**config.mk**
```make
export PLATFORM = sky130hd
export DESIGN_NAME = cpu_mcyc_ctrl
export DESIGN_NICKNAME = d
export VERILOG_FILES = /design/src/rtl/cpu_mcyc_ctrl.sv
export SDC_FILE = /design/constraint.sdc
export NUM_CORES = 1
export LEC_CHECK = 0
export CORE_MARGIN = 4
export CORE_UTILIZATION = 48
export CTS_CLUSTER_DIAMETER = 30
export DETAILED_ROUTE_END_ITERATION = 16
export PLACE_DENSITY = 0.8
export SETUP_SLACK_MARGIN = 0.5
export SKIP_LAST_GASP = 1
export SLEW_MARGIN = 40
export SYNTH_ARGS = -nofsm -noshare
export SYNTH_HDL_FRONTEND = slang
export SYNTH_SLANG_ARGS = --single-unit
```
**constraint.sdc**
```tcl
create_clock -name i_clk -period 7.2 [get_ports i_clk]
set_input_delay 0.72 -clock i_clk [delete_from_list [all_inputs] [get_ports i_clk]]
set_output_delay 0.72 -clock i_clk [all_outputs]
set_load 0.05 [all_outputs]
```
**src/rtl/cpu_mcyc_ctrl.sv**
```systemverilog
// Multicycle sequencer for the minisys-32 core: walks the shared datapath through
// FETCH/DECODE/EXEC/MEM/WB with a bus-ready timeout, run/step control and a retire counter.
module cpu_mcyc_ctrl #(
    parameter int TIMEOUT = 15,
    parameter int CNT_W   = 32
) (
    input  logic             i_clk,
    input  logic             i_rst_n,
    input  logic             i_run,
    input  logic             i_step,
    input  logic [5:0]       i_opcode,
    input  logic [5:0]       i_funct,
    input  logic             i_zero,
    input  logic             i_mem_ready,
    output logic             o_if_req,
    output logic             o_ir_we,
    output logic             o_dm_req,
    output logic             o_dm_we,
    output logic             o_pc_we,
    output logic [1:0]       o_pc_src,
    output logic             o_reg_we,
    output logic [1:0]       o_reg_dst,
    output logic             o_mem_to_reg,
    output logic             o_alu_src,
    output logic [1:0]       o_alu_op,
    output logic [2:0]       o_state,
    output logic [CNT_W-1:0] o_retired,
    output logic             o_err
);

    localparam logic [2:0] S_IDLE   = 3'd0;
    localparam logic [2:0] S_FETCH  = 3'd1;
    localparam logic [2:0] S_DECODE = 3'd2;
    localparam logic [2:0] S_EXEC   = 3'd3;
    localparam logic [2:0] S_MEM    = 3'd4;
    localparam logic [2:0] S_WB     = 3'd5;
    localparam logic [2:0] S_ERR    = 3'd7;

    localparam logic [5:0] OP_RTYPE = 6'b000000;
    localparam logic [5:0] OP_J     = 6'b000010;
    localparam logic [5:0] OP_JAL   = 6'b000011;
    localparam logic [5:0] OP_BEQ   = 6'b000100;
    localparam logic [5:0] OP_BNE   = 6'b000101;
    localparam logic [5:0] OP_LW    = 6'b100011;
    localparam logic [5:0] OP_SW    = 6'b101011;
    localparam logic [5:0] FN_JR    = 6'b001000;

    localparam logic [7:0] TIMEOUT_C = 8'(TIMEOUT);

    logic [2:0]       r_state;
    logic [2:0]       w_state_next;
    logic [7:0]       r_wait;
    logic [CNT_W-1:0] r_retired;
    logic             w_retire;

    logic w_is_r, w_is_jr, w_is_j, w_is_jal, w_is_beq, w_is_bne;
    logic w_is_lw, w_is_sw, w_is_iarith, w_is_legal;
    logic w_br_taken, w_wait_expired, w_waiting;

    assign w_is_r      = (i_opcode == OP_RTYPE);
    assign w_is_jr     = w_is_r && (i_funct == FN_JR);
    assign w_is_j      = (i_opcode == OP_J);
    assign w_is_jal    = (i_opcode == OP_JAL);
    assign w_is_beq    = (i_opcode == OP_BEQ);
    assign w_is_bne    = (i_opcode == OP_BNE);
    assign w_is_lw     = (i_opcode == OP_LW);
    assign w_is_sw     = (i_opcode == OP_SW);
    assign w_is_iarith = (i_opcode[5:3] == 3'b001);
    assign w_is_legal  = w_is_r || w_is_beq || w_is_bne || w_is_lw || w_is_sw || w_is_iarith;
    assign w_br_taken  = (w_is_beq && i_zero) || (w_is_bne && !i_zero);

    // A bus request that has already waited TIMEOUT-1 cycles gives up on the next miss.
    assign w_waiting      = ((r_state == S_FETCH) || (r_state == S_MEM)) && !i_mem_ready;
    assign w_wait_expired = w_waiting && ((r_wait + 8'd1) == TIMEOUT_C);

    always_comb begin
        w_state_next = r_state;
        w_retire     = 1'b0;
        o_if_req     = 1'b0;
        o_ir_we      = 1'b0;
        o_dm_req     = 1'b0;
        o_dm_we      = 1'b0;
        o_pc_we      = 1'b0;
        o_pc_src     = 2'd0;
        o_reg_we     = 1'b0;
        o_reg_dst    = 2'd0;
        o_mem_to_reg = 1'b0;
        o_alu_src    = 1'b0;
        o_alu_op     = 2'b00;
        case (r_state)
            S_IDLE: begin
                if (i_run || i_step)
                    w_state_next = S_FETCH;
            end
            S_FETCH: begin
                o_if_req = 1'b1;
                if (i_mem_ready) begin
                    o_ir_we      = 1'b1;
                    w_state_next = S_DECODE;
                end else if (w_wait_expired) begin
                    w_state_next = S_ERR;
                end
            end
            S_DECODE: begin
                if (w_is_j || w_is_jal) begin
                    o_pc_we  = 1'b1;
                    o_pc_src = 2'd2;
                    w_retire = 1'b1;
                    if (w_is_jal) begin
                        o_reg_we  = 1'b1;
                        o_reg_dst = 2'd2;
                    end
                end else if (w_is_legal) begin
                    w_state_next = S_EXEC;
                end else begin
                    w_state_next = S_ERR;
                end
            end
            S_EXEC: begin
                if (w_is_r) begin
                    o_alu_op = 2'b10;
                    if (w_is_jr) begin
                        o_pc_we  = 1'b1;
                        o_pc_src = 2'd3;
                        w_retire = 1'b1;
                    end else begin
                        w_state_next = S_WB;
                    end
                end else if (w_is_iarith) begin
                    o_alu_op     = 2'b11;
                    o_alu_src    = 1'b1;
                    w_state_next = S_WB;
                end else if (w_is_lw || w_is_sw) begin
                    o_alu_op     = 2'b00;
                    o_alu_src    = 1'b1;
                    w_state_next = S_MEM;
                end else if (w_is_beq || w_is_bne) begin
                    o_alu_op = 2'b01;
                    o_pc_we  = 1'b1;
                    o_pc_src = w_br_taken ? 2'd1 : 2'd0;
                    w_retire = 1'b1;
                end else begin
                    // Opcode changed under us after DECODE; treat as illegal.
                    w_state_next = S_ERR;
                end
            end
            S_MEM: begin
                o_dm_req = 1'b1;
                o_dm_we  = w_is_sw;
                if (i_mem_ready) begin
                    if (w_is_sw) begin
                        o_pc_we  = 1'b1;
                        w_retire = 1'b1;
                    end else begin
                        w_state_next = S_WB;
                    end
                end else if (w_wait_expired) begin
                    w_state_next = S_ERR;
                end
            end
            S_WB: begin
                o_reg_we     = 1'b1;
                o_pc_we      = 1'b1;
                o_reg_dst    = w_is_r ? 2'd1 : 2'd0;
                o_mem_to_reg = w_is_lw;
                w_retire     = 1'b1;
            end
            S_ERR: begin
                w_state_next = S_ERR;
            end
            default: begin
                w_state_next = S_ERR;
            end
        endcase
        if (w_retire)
            w_state_next = i_run ? S_FETCH : S_IDLE;
    end

    always_ff @(posedge i_clk or negedge i_rst_n) begin
        if (!i_rst_n) begin
            r_state   <= S_IDLE;
            r_wait    <= 8'd0;
            r_retired <= '0;
        end else begin
            r_state <= w_state_next;
            if (w_state_next != r_state)
                r_wait <= 8'd0;
            else if (w_waiting)
                r_wait <= r_wait + 8'd1;
            if (w_retire)
                r_retired <= r_retired + CNT_W'(1);
        end
    end

    assign o_state   = r_state;
    assign o_retired = r_retired;
    assign o_err     = (r_state == S_ERR);

endmodule

```
==> metrics.md <==
| Metric | Value |
|---|---|
| Setup TNS | 0 ns |
| Startpoint Class | primary input |
| Final setup fails | 0 |
| First-pass GRT wire length | 10300 um |
| Slew Viols, Final | 0 |
| Cts repair resizes | 0 |
| Core region area | 5110 um^2 |
| R2r setup slk | 4.58 ns |
| WP data arrival | 3.34 ns |
| Most frequent CP cell | clkdlybuf4s50_1 |
| Largest net degree at the start of global routing | 44 |
| Synthesized area per cell | 9.28 um^2 |
| Synth warn | 0 |
| Clock period minus worst slack | 4.06 ns |
| Nets | 362 |
| CTS tree | yes |
| Clk_lat worst skew | 0.29 ns |
| Unique masters post-synth | 51 |
| Hold Crit Class | primary input to async pin |
| Crit-path max cell delay | 0.80 ns |
| CP required | 6.48 ns |
| I/O Buffers | 67 |
| Residual DRC | 0 |
| LEAKAGE | 1.43 nW |
| Final Cycle Share | 56.4% |
| Detail Route met3 WL | 318 um |
| Vias in the first global route | 2205 |
| TritonCTS Buffers | 5 |
| Post-synth EDFFs | 0 |
| Chip width | 80.5 um |
| DR vias | 2268 |
| DRT Pass-1 Iters | 4 |
| Final Non-Filler Cells | 412 |
| Drt wl/cell | 14.9 um |
| Cell Chain, Critical Path | clkdlybuf4s50_1 > nor3_4 > nand4_1 > o211ai_2 > nor2_1 > inv_1 > clkdlybuf4s50_1 |
| Slew headroom | 64.4% |
| Initial antenna violation count | 0 |
| Highest Signal Layer | met4 |
| Total GRT Usage | 20.3% |
| Mapped cell area | 2520 um^2 |
| Levels on crit path | 7 |
| Starting density of the core | 49.4% |
| CTS H-Tree Depth | 2 |
| Worst-path clk slew | 0.08 ns |
| CP Class | primary input to primary output |
| FMAX | 0.246 GHz |
| RSZ-0062 raised after global routing | false |
| Yosys reg bits | 43 |
| Post-DR vias/cell | 5.50 |
| Clock sinks | 43 |
| Sequential area share after synthesis | 42.6% |
| Path depth of the worst reg2reg path | 7 |
| Cells after Synth | 272 |
| CP max FO | 7 |
| P per Cell Area | 270 nW/um^2 |
| Buffers & Inverters on Critical Path | 3 |
| Grt ovf | 0 |
| ANT cells | 0 |
| Iteration-0 DRC Markers | 176 |
| Root buf cell | clkbuf_8 |
| Clock Path Buffers | 2 |
| Top Ports | 68 |
| Worst slew pin tran | 0.532 ns |
| Total die area | 6480 um^2 |
| CP Capture Type | primary output |
| Slowest CP cell | clkdlybuf4s50_1 |
| Post-synth net total | 293 |
| Synth Flop Type | dfrtp_1 |
| Row count | 26 |
| Outcome | complete, no violations |
| DPL Wire Length | 4660 um |
| Post-synthesis async set-or-reset flop share | 100% |
| Final ANT Viol Nets | 0 |
| Post-CTS setup buffer count | 0 |
| Share of layout cells above drive strength 1 | 5.26% |
| Skew final | 0.00356 ns |
| # Max-Cap Violations | 0 |
| P&R area growth vs syn | 32.5% |
| DRT met1 WL | 2730 um |
| GPL Wtd Cong | 0.881 |
| Post-CTS Hold Buffers | 0 |
| Max rail drop VDD | 304 uV |
| Total wire length | 6150 um |
| Chip height | 80.5 um |
| CP delay by family, top | buffers and inverters |
| Wire length on met2 | 3000 um |
| Final Hold Violating Endpoints | 0 |
| Placed cells | 404 |
==> metal layers <==
layer	track usage, %	vias up
li1	-	1100
met1	27.8	1087
met2	31.7	70
met3	4.82	11
met4	6.59	0
met5	0	-
==> cells by family after synthesis <==
group           share of synthesized area [%]
compound gates                           10.7
xor+xnor                                 14.6
fa+ha+maj                                1.49
buf+inv                                  3.02
flops                                    42.6
mux                                     0.446
simple gates                             27.1
==> synth_stat cells (2+ instances only) <==
master | count | area [um^2]
ha_1 | 3 | 37.5
nand3_1 | 13 | 65.1
clkbuf_1 | 4 | 15.0
nand4_1 | 5 | 31.3
and2_1 | 2 | 12.5
and4_1 | 5 | 43.8
a21oi_1 | 9 | 45.0
nor3_1 | 18 | 90.1
nor4_1 | 6 | 37.5
dfrtp_1 | 43 | 1080
nand2b_1 | 2 | 12.5
o21ai_0 | 4 | 20.0
xnor2_1 | 20 | 175
xor2_1 | 22 | 193
or4_1 | 2 | 15.0
nor2_1 | 30 | 113
a31oi_1 | 2 | 12.5
inv_1 | 14 | 52.6
o211a_1 | 2 | 20.0
nand2_1 | 23 | 86.3
and3_1 | 6 | 37.5
nor2b_1 | 4 | 25.0
nand4b_1 | 2 | 17.5
a2111oi_0 | 2 | 17.5
nor4b_1 | 2 | 17.5
o211ai_2 | 2 | 25.0
==> per-stage QoR <==
step,instance area (um^2),hold slack [ns],setup WS (ns),total power (W),utilization (%)
global route,3340,0.446,2.97,0.000952,65.5
detailed placement,3260,0.470,3.13,0.000758,63.8
CTS,3340,0.423,3.13,0.000906,65.5
global placement,3260,0.463,3.25,0.000750,63.8
floorplan,2520,0.424,4.10,0.000617,-
finish,3340,0.402,3.14,0.000905,65.5
==> area by class of cell <==
cell class	count	area, um^2
clock buffers	6	72.6
fillers	424	1760
inverters	15	56.3
well taps	70	87.6
clock inverters	2	12.5
flip-flops and latches	43	1080
multi-input cells	209	1370
repair buffers	67	668
==> where the power goes <==
group          internal [W]  switching (W)  leakage, nW
combinational      0.000149       0.000285        0.839
sequential         0.000267      0.0000543        0.554
clock             0.0000678      0.0000811       0.0412
total              0.000485       0.000420         1.43
==> cell usage in the layout (no fill, tap or decap), types with 2 or more instances in the layout <==
master           Yosys  routed
clkdlybuf4s50_1      0      66
dfrtp_1             43      43
nor2_1              30      30
nand2_1             23      23
xor2_1              22      22
xnor2_1             20      20
nor3_1              18      18
inv_1               14      14
nand3_1             13      13
a21oi_1              9       9
and3_1               6       6
nor4_1               6       6
nand4_1              5       5
and4_1               5       5
clkbuf_8             0       5
o21ai_0              4       4
nor2b_1              4       4
ha_1                 3       3
nor4b_1              2       2
and2_1               2       2
nand4b_1             2       2
o211ai_2             2       2
a31oi_1              2       2
or4_1                2       2
nand2b_1             2       2
o211a_1              2       2
a2111oi_0            2       2
==> worst register-to-register path, delay by kind of cell (launching register included) <==
kind / cells / cell delay (ns)
compound gates: 3 / 1.09
simple gates: 2 / 0.71
flops: 1 / 0.43
fa+ha+maj: 1 / 0.16
buf+inv: 1 / 0.11
==> worst paths after layout <==
kind	startpoint	to
min reg2reg	o_retired[31]$_DFFE_PN0P_	o_retired[31]$_DFFE_PN0P_
max	i_opcode[3]	o_pc_we
min	i_rst_n	r_wait[2]$_DFFE_PN0P_
max in group asynchronous	i_rst_n	o_retired[11]$_DFFE_PN0P_
max reg2reg	r_wait[0]$_DFFE_PN0P_	r_wait[2]$_DFFE_PN0P_
min in group i_clk	o_retired[31]$_DFFE_PN0P_	o_retired[31]$_DFFE_PN0P_
==> flip-flops by register name, indices dropped and copies added, names as in the netlist <==
signal     flops
o_retired     32
o_state        3
r_wait         8
Power figures use the tool's default switching activity.
